File: src/rtl/shift_rows_pipe.sv
// Pipelined Rijndael ShiftRows / InvShiftRows stage with a 2-entry output FIFO.
// The byte rotation is applied on the input side, so the buffer holds shifted data.
// out_state and out_tag read zero whenever the buffer is empty.
module shift_rows_pipe #(
   parameter int unsigned NB    = 4,
   parameter int unsigned TAG_W = 4
) (
   input  logic                clk,
   input  logic                reset_n,
   input  logic                flush,
   input  logic                in_valid,
   output logic                in_ready,
   input  logic                in_inv,
   input  logic [32*NB-1:0]    in_state,
   input  logic [TAG_W-1:0]    in_tag,
   output logic                out_valid,
   input  logic                out_ready,
   output logic [32*NB-1:0]    out_state,
   output logic [TAG_W-1:0]    out_tag
);

   localparam int unsigned W = 32 * NB;

   if (NB != 4 && NB != 6 && NB != 8) begin : g_bad_nb
      $error("shift_rows_pipe: NB must be 4, 6 or 8");
   end

   // Row rotation amount; the 256-bit block skips offset 2.
   function automatic int unsigned row_offset(input int unsigned r);
      if (NB == 8 && r >= 2) return r + 1;
      return r;
   endfunction

   logic [W-1:0]     shifted;
   logic [W-1:0]     mem_state [2];
   logic [TAG_W-1:0] mem_tag   [2];
   logic             wr_ptr_q, rd_ptr_q;
   logic [1:0]       count_q, count_d;
   logic             ready_en_q;
   logic             push, pop;

   // Byte permutation; s(r,c) sits at state[W-1-8*(4c+r) -: 8].
   always_comb begin
      shifted = '0;
      for (int unsigned c = 0; c < NB; c++) begin
         for (int unsigned r = 0; r < 4; r++) begin
            int unsigned src;
            src = in_inv ? (c + NB - row_offset(r)) % NB : (c + row_offset(r)) % NB;
            shifted[W-1-8*(4*c+r) -: 8] = in_state[W-1-8*(4*src+r) -: 8];
         end
      end
   end

   // in_ready depends only on registered state, never on out_ready.
   assign in_ready  = ready_en_q && (count_q != 2'd2);
   assign out_valid = (count_q != 2'd0);
   assign push      = in_valid && in_ready;
   assign pop       = out_valid && out_ready;

   // Next occupancy from push/pop.
   always_comb begin
      count_d = count_q;
      unique case ({push, pop})
         2'b10:   count_d = count_q + 2'd1;
         2'b01:   count_d = count_q - 2'd1;
         default: count_d = count_q;
      endcase
   end

   // Holds in_ready low until the first edge after reset is released.
   always_ff @(posedge clk or negedge reset_n) begin
      if (!reset_n) ready_en_q <= 1'b0;
      else          ready_en_q <= 1'b1;
   end

   // Occupancy and pointers; flush overrides any concurrent push or pop.
   always_ff @(posedge clk or negedge reset_n) begin
      if (!reset_n) begin
         count_q  <= 2'd0;
         wr_ptr_q <= 1'b0;
         rd_ptr_q <= 1'b0;
      end else if (flush) begin
         count_q  <= 2'd0;
         wr_ptr_q <= 1'b0;
         rd_ptr_q <= 1'b0;
      end else begin
         count_q <= count_d;
         if (push) wr_ptr_q <= ~wr_ptr_q;
         if (pop)  rd_ptr_q <= ~rd_ptr_q;
      end
   end

   // Storage for shifted blocks and their tags.
   always_ff @(posedge clk or negedge reset_n) begin
      if (!reset_n) begin
         for (int i = 0; i < 2; i++) begin
            mem_state[i] <= '0;
            mem_tag[i]   <= '0;
         end
      end else if (push && !flush) begin
         mem_state[wr_ptr_q] <= shifted;
         mem_tag[wr_ptr_q]   <= in_tag;
      end
   end

   // Head of the buffer, masked so stale entries never leak out.
   always_comb begin
      out_state = '0;
      out_tag   = '0;
      if (out_valid) begin
         out_state = mem_state[rd_ptr_q];
         out_tag   = mem_tag[rd_ptr_q];
      end
   end

endmodule
File: config.mk
export PLATFORM = sky130hd
export DESIGN_NAME = shift_rows_pipe
export DESIGN_NICKNAME = d
export VERILOG_FILES = /design/src/rtl/shift_rows_pipe.sv
export SDC_FILE = /design/constraint.sdc
export NUM_CORES = 1
export LEC_CHECK = 0
export ABC_AREA = 1
export BUFFER_PORTS_ARGS = -buffer_cell sky130_fd_sc_hd__buf_2
export CORE_MARGIN = 3
export CORE_UTILIZATION = 45
export CTS_CLUSTER_DIAMETER = 120
export DETAILED_ROUTE_END_ITERATION = 7
export GPL_ROUTABILITY_DRIVEN = 0
export PLACE_DENSITY = 0.77
export SLEW_MARGIN = 20
export SYNTH_ARGS = -nofsm -noshare
export SYNTH_HDL_FRONTEND = slang
export SYNTH_SLANG_ARGS = --single-unit
File: constraint.sdc
create_clock -name clk -period 2.34 [get_ports clk]
set_input_delay 0.117 -clock clk [delete_from_list [all_inputs] [get_ports clk]]
set_output_delay 0.117 -clock clk [all_outputs]
set_load 0.02 [all_outputs]
==> impl_results.md, run 1 <==
* Cell variety after synth at 19
* Routed vias/inst at 5.17
* Share of cells above drive strength 1 at 17.7%
* Synth Instances at 1636
* Clk network pwr share at 31.0%
* Power per Cell Area at 881 nW/um^2
* Largest fanout on the critical path at 13
* Synthesis-stage register bit count at 269
* Total number of vias at 12395
* Status: complete, no violations
* Commonest non-fill, non-tap cell in the layout: nand2_1
* Syn Area/Cell at 7.69 sq um
* P_int at 10.0 mW
* First-pass GRT wire length at 60.7 mm
* Area delta synth->final at 33.7%
* Top-Level Pins at 272
* Post-DP HPWL at 21.6 mm
* Fin nets at 2137
* Setup CP Type: flip-flop to primary output
* Die W at 173 um
* Initial Utilization at 46.3%
* Total Neg Setup Slack at 0 ps
* Core area at 27200 sq um
* Power share of the combinational group at 24.9%
* Clock Sinks at 269
* Die height at 173 um
* Clk root buf: clkbuf_16
* Tmin final at 2200 ps
* Final setup vio count at 0
* DRT Wirelength at 37.6 mm
* CTS tree: done
* Critical Path RT at 2220 ps
* Arr. time, crit path at 2090 ps
* Switching Power at 4.79 mW
* Worst slew pin tran at 641 ps
* Final WS setup at 135 ps
* Sw Ratio at 32.4%
* Final Cycle Share at 94.2%
* Vias in the first global route at 12117
* DR WL/cell at 15.7 um
* H-tree depth at 1
* Drt first-iter violations at 1078
* Clk Latency, worst-skew pair at 540 ps
* Sequential power share at 44.0%
* Total Routing Usage GR at 23.9%
* Tot Pwr at 14.8 mW
* Max Cap Viol at 0
* Worst Hold Class: primary input to flip-flop
* Port Buffer Count at 271
* Ys Warns at 0
* Clock transition at path regs at 60 ps
* Sequential area share after synthesis at 53.5%
* Num CTS Buffers at 29
* RSZ-0062 raised after global routing: no
* DRT Pass-1 Iters at 5
* Largest net degree at the start of global routing at 137
* Maximum operating frequency at 454 MHz
* Pre-CTS setup slack at 383 ps
* Syn_nets at 1774
* Startpoint Class: flip-flop
* # DRC at 0
* Number of antenna violations at the first check in global routing at 2
* Post-Syn Area at 12600 sq um
* Worst VDD drop at 559 uV
* Final hold vios at 0
* Commonest cells after routing, fill and taps aside: nand2_1 (571), buf_2 (269), dfrtp_1 (266)
* Clock Skew at 6.27 ps
* GRT overflow at 0
* Leakage at 8.75 nW
* Longest Clk Path Bufs at 3
* Die ar. at 30000 sq um
* Num rows at 60
* Max-slew headroom at 57.3%
* CP Capture Type: primary output
* Post-route ant nets at 0
* Final slew viol count at 0
## power groups by stage
stage / sequential (mW) / clock, mW / combinational [mW]
2_1_floorplan: 6.41 / 0 / 2.28
3_3_place_gp: 6.52 / 0 / 3.25
3_5_place_dp: 6.58 / 0 / 3.37
4_1_cts: 6.51 / 4.70 / 3.62
5_1_grt: 6.66 / 4.88 / 4.16
6_report: 6.52 / 4.60 / 3.69
## cells by family (layout without fill, tap and decap cells)
family | after synthesis | after routing | share of synthesized area [%]
other | 1 | 3 | 0.0298
buffers and inverters | 287 | 673 | 9.35
and+or+nand+nor | 615 | 615 | 18.6
DFF | 269 | 269 | 53.5
AOI/OAI and AO/OA | 464 | 464 | 18.5
## flip-flops by register name, indices dropped and copies added, names as in the netlist
| register | count |
|---|---|
| mem_state | 256 |
| rd_ptr_q | 1 |
| count_q | 2 |
| wr_ptr_q | 1 |
| ready_en_q | 1 |
| mem_tag | 8 |
## per-stage QoR
step	hold WS, ps	cells	util (%)	area (sq um)
6_report	3.44	2396	61.9	16800
5_1_grt	36.2	2396	61.9	16800
4_1_cts	2.12	2392	61.6	16800
3_5_place_dp	86.4	2187	52.5	14300
3_3_place_gp	79.7	2187	52.5	14300
2_1_floorplan	-179	1636	-	12600
## Yosys cell counts
| cell | count | share of area, % |
|---|---|---|
| a21oi_1 | 167 | 6.6 |
| buf_1 | 9 | 0.27 |
| buf_2 | 37 | 1.5 |
| buf_4 | 6 | 0.36 |
| buf_6 | 4 | 0.36 |
| clkbuf_1 | 58 | 1.7 |
| conb_1 | 1 | 0.030 |
| dfrtp_1 | 269 | 54 |
| inv_1 | 169 | 5.0 |
| inv_2 | 4 | 0.12 |
| nand2_1 | 572 | 17 |
| nand2_2 | 1 | 0.050 |
| nand3_1 | 2 | 0.080 |
| nand3_2 | 1 | 0.080 |
| nand4_1 | 3 | 0.15 |
| nor2_1 | 34 | 1.0 |
| nor3_2 | 2 | 0.16 |
| o21ai_0 | 230 | 9.2 |
| o21ai_1 | 67 | 2.7 |
## worst max-delay path: stages (launching register included)
cell and delay [ps]:
dfrtp_2 430, inv_1 110, nand2_4 190, buf_4 220, o21ai_0 110, a21oi_1 240, buf_2 230
## metal layers
| metal | wire (um) | track usage (%) | vias to the layer above |
|---|---|---|---|
| li1 | - | - | 5887 |
| met1 | 15200 | 30.5 | 5870 |
| met2 | 18600 | 40.4 | 507 |
| met3 | 1910 | 3.32 | 131 |
| met4 | 1860 | 11.4 | 0 |
| met5 | 0 | 0 | - |
## what timing repair did
action | 4_1_cts | 5_1_grt
resized for setup | 4 | 8
setup buffers | 0 | 1
setup endpoints to repair | 10 | 39
hold buffers | 151 | 0
cloned | 0 | 1
hold endpoints to repair | 433 | 0
## layout make-up
| cell class | count | area (sq um) |
|---|---|---|
| clock buffers | 37 | 786 |
| diodes | 2 | 5.00 |
| fillers | 2292 | 10400 |
| multi-input cells | 1080 | 4700 |
| clock inverters | 17 | 170 |
| repair buffers | 446 | 3300 |
| inverters | 173 | 656 |
| well taps | 372 | 465 |
| flip-flops and latches | 269 | 6740 |
## final timing paths
path	startpoint	endpoint	slack, ps	depth (start not counted)
min in group asynchronous	reset_n	mem_state[85]$_DFFE_PN0P_	80	2
setup reg to reg	count_q[0]$_DFFE_PN0P_	mem_state[200]$_DFFE_PN0P_	420	8
hold / removal	in_state[98]	mem_state[2]$_DFFE_PN0P_	3	5
setup / recovery	count_q[1]$_DFFE_PN0P_	out_state[117]	140	6
hold reg to reg	mem_state[149]$_DFFE_PN0P_	mem_state[149]$_DFFE_PN0P_	470	2
max in group asynchronous	reset_n	mem_state[77]$_DFFE_PN0P_	1440	3
Note: power is estimated with default switching activity, not from simulation.
==> run 2: changes to the inputs <==
--- a/config.mk
+++ b/config.mk
@@ -7,7 +7,7 @@
 export LEC_CHECK = 0
 export ABC_AREA = 1
 export BUFFER_PORTS_ARGS = -buffer_cell sky130_fd_sc_hd__buf_2
-export CORE_MARGIN = 3
+export CORE_MARGIN = 1.5
 export CORE_UTILIZATION = 45
 export CTS_CLUSTER_DIAMETER = 120
 export DETAILED_ROUTE_END_ITERATION = 7
==> run 2 against run 1 <==
Net effect: clock power increased by 3%; clock skew increased by 3.6 ps; die area decreased by 3.4%; first-iteration DRC count increased by 8.3%; critical path type unchanged; largest cell class unchanged; largest power group unchanged.
==> impl_results.md, run 2 (same netlist as run 1, synthesis figures left out) <==
* Status: complete, no violations (unchanged)
* Clock Sinks at 269 (unchanged)
* # DRC at 0 (unchanged)
* RSZ-0062 raised after global routing: no (unchanged)
* Arr. time, crit path at 2080 ps (was 2090 ps)
* Critical Path RT at 2220 ps (about the same)
* Startpoint Class: flip-flop (unchanged)
* Post-DP HPWL at 22.0 mm (was 21.6 mm)
* Clk Latency, worst-skew pair at 540 ps (about the same)
* CP Cell Sequence: inv_2, nand2_8, buf_4, o21ai_0, a21oi_1, buf_2 (was inv_1, nand2_4, buf_4, o21ai_0, a21oi_1, buf_2)
* Max-slew headroom at 43.8% (was 57.3%)
* Die height at 170 um (was 173 um)
* Worst slew pin tran at 834 ps (was 641 ps)
* DRT Wirelength at 37.9 mm (was 37.6 mm)
* DRT Pass-1 Iters at 6 (was 5)
* Largest Register: mem_state (unchanged)
* Power per Cell Area at 887 nW/um^2 (was 881 nW/um^2)
* Longest Clk Path Bufs at 3 (unchanged)
* Tmin final at 2200 ps (about the same)
* Maximum operating frequency at 454 MHz (about the same)
* Largest fanout on the critical path at 20 (was 13)
* GRT overflow at 0 (unchanged)
* Leakage at 8.78 nW (was 8.75 nW)
* Post-route ant nets at 0 (unchanged)
* Max Cap Viol at 0 (unchanged)
* Worst Hold Class: primary input to flip-flop (unchanged)
* Routed vias/inst at 5.18 (was 5.17)
* Top-Level Pins at 272 (unchanged)
* Final slew viol count at 0 (unchanged)
* Max reg flops at 256 (unchanged)
* Vias in the first global route at 12117 (unchanged)
* Fin nets at 2148 (was 2137)
* Setup CP Type: flip-flop to primary output (unchanged)
* Final Cycle Share at 94.0% (was 94.2%)
* First-pass GRT wire length at 60.1 mm (was 60.7 mm)
* Final WS setup at 140 ps (was 135 ps)
* Num rows at 61 (was 60)
* Initial Utilization at 45.5% (was 46.3%)
* Clk root buf: clkbuf_16 (unchanged)
* Final setup vio count at 0 (unchanged)
* Number of antenna violations at the first check in global routing at 1 (was 2)
* Biggest registers after layout: mem_state: 256 flops, mem_tag: 8 flops, count_q: 2 flops (unchanged)
* Delay of the slowest critical-path stage at 470 ps (was 430 ps)
* Worst VDD drop at 499 uV (was 559 uV)
* Total Routing Usage GR at 25.8% (was 23.9%)
* Clock transition at path regs at 60 ps (about the same)
* Layout filler cell count at 2297 (was 2292)
* H-tree depth at 1 (unchanged)
* Pre-CTS setup slack at 375 ps (was 383 ps)
* Total number of vias at 12488 (was 12395)
* CTS tree: done (unchanged)
* Placed cells at 2201 (was 2187)
* Commonest cells after routing, fill and taps aside: nand2_1 (571), buf_2 (269), dfrtp_1 (267) (was nand2_1 (571), buf_2 (269), dfrtp_1 (266))
* Core area at 27600 sq um (was 27200 sq um)
* Clock Skew at 9.89 ps (was 6.27 ps)
* CP Capture Type: primary output (unchanged)
* Num CTS Buffers at 29 (unchanged)
* Largest net degree at the start of global routing at 137 (unchanged)
* Area delta synth->final at 34.2% (was 33.7%)
* Die ar. at 29000 sq um (was 30000 sq um)
* Share of cells above drive strength 1 at 18.0% (was 17.7%)
* Final hold vios at 0 (unchanged)
* Die W at 170 um (was 173 um)
* Total Neg Setup Slack at 0 ps (unchanged)
* DR WL/cell at 15.7 um (about the same)
* Hold slack at 10.5 ps (was 3.44 ps)
* Reg-to-reg setup timing slack at 180 ps (was 420 ps)
* Commonest non-fill, non-tap cell in the layout: nand2_1 (unchanged)
* Port Buffer Count at 271 (unchanged)
* Drt first-iter violations at 1167 (was 1078)
* Cell Count, Final, Fillers Out at 2411 (was 2396)
* Slowest stage cell, crit path: dfrtp_1 (was dfrtp_2)
run 2: cell count changes in the layout (fill, tap and decap cells not counted), moves of 2 or more:
cell / before / now
buf_12: 14 / 12
dlygate4sd3_1: 151 / 155
buf_8: 3 / 1
clkinvlp_4: 1 / 4
buf_4: 5 / 18
clkinv_2: 12 / 9
clkbuf_1: 5 / 2
run 2: final timing paths:
| check | startpoint | cells after the start | endpoint |
|---|---|---|---|
| setup / recovery | count_q[0]$_DFFE_PN0P_ | 6 | out_state[36] |
| hold / removal | in_state[97] | 5 | mem_state[65]$_DFFE_PN0P_ |
| setup reg to reg | count_q[0]$_DFFE_PN0P_ | 7 | mem_state[164]$_DFFE_PN0P_ |
| hold reg to reg | mem_state[208]$_DFFE_PN0P_ | 2 | mem_state[208]$_DFFE_PN0P_ |
| max in group asynchronous | reset_n | 3 | mem_state[75]$_DFFE_PN0P_ |
| min in group asynchronous | reset_n | 2 | mem_state[18]$_DFFE_PN0P_ |
run 2: critical path: cells and delay by family (launching register included):
| kind | cells | cell delay, ps |
|---|---|---|
| simple gates | 1 | 180 |
| buf+inv | 3 | 540 |
| flops | 1 | 470 |
| compound gates | 2 | 340 |
run 2: cell type report:
cell class / instances / area [sq um] / area share, %
Sequential cell: 269 / 6740 / 39.9
Multi-Input combinational cell: 1080 / 4700 / 27.9
Timing Repair Buffer: 457 / 3310 / 19.6
Clock buffer: 34 / 774 / 4.59
Inverter: 173 / 656 / 3.89
Tap cell: 378 / 473 / 2.80
Clock inverter: 19 / 216 / 1.28
Antenna cell: 1 / 2.50 / 0.0148
run 2: repair_timing:
item	CTS	global route
setup endpoints to repair	26	18
hold buffers	155	0
gates resized for setup	1	3
endpoints found under the hold margin	309	0
setup buffers	0	1
run 2: per-layer routing:
layer | global-route usage (%) | wire (um) | up-vias | share of wire (%)
met1 | 32.3 | 15100 | 5782 | 40
met2 | 42.0 | 17800 | 620 | 47
met3 | 4.95 | 2760 | 172 | 7.3
met5 | 0 | 0 | - | 0
met4 | 14.4 | 2310 | 0 | 6.1
li1 | - | - | 5914 | -
run 2: power by group:
part	total [mW]	leakage [nW]	switching (mW)	internal, mW
logic	3.69	4.97	2.33	1.36
registers	6.53	3.33	0.598	5.93
clock network	4.73	0.483	1.92	2.81
total	15.0	8.78	4.85	10.1
run 2: metrics by stage:
stage / power [mW] / instance area, sq um / utilization, %
detailed placement: 9.93 / 14300 / 51.7
global placement: 9.77 / 14300 / 51.7
floorplan: 8.69 / 12600 / -
global route: 15.8 / 16900 / 61.1
CTS: 14.9 / 16800 / 61.0
finish: 15.0 / 16900 / 61.1
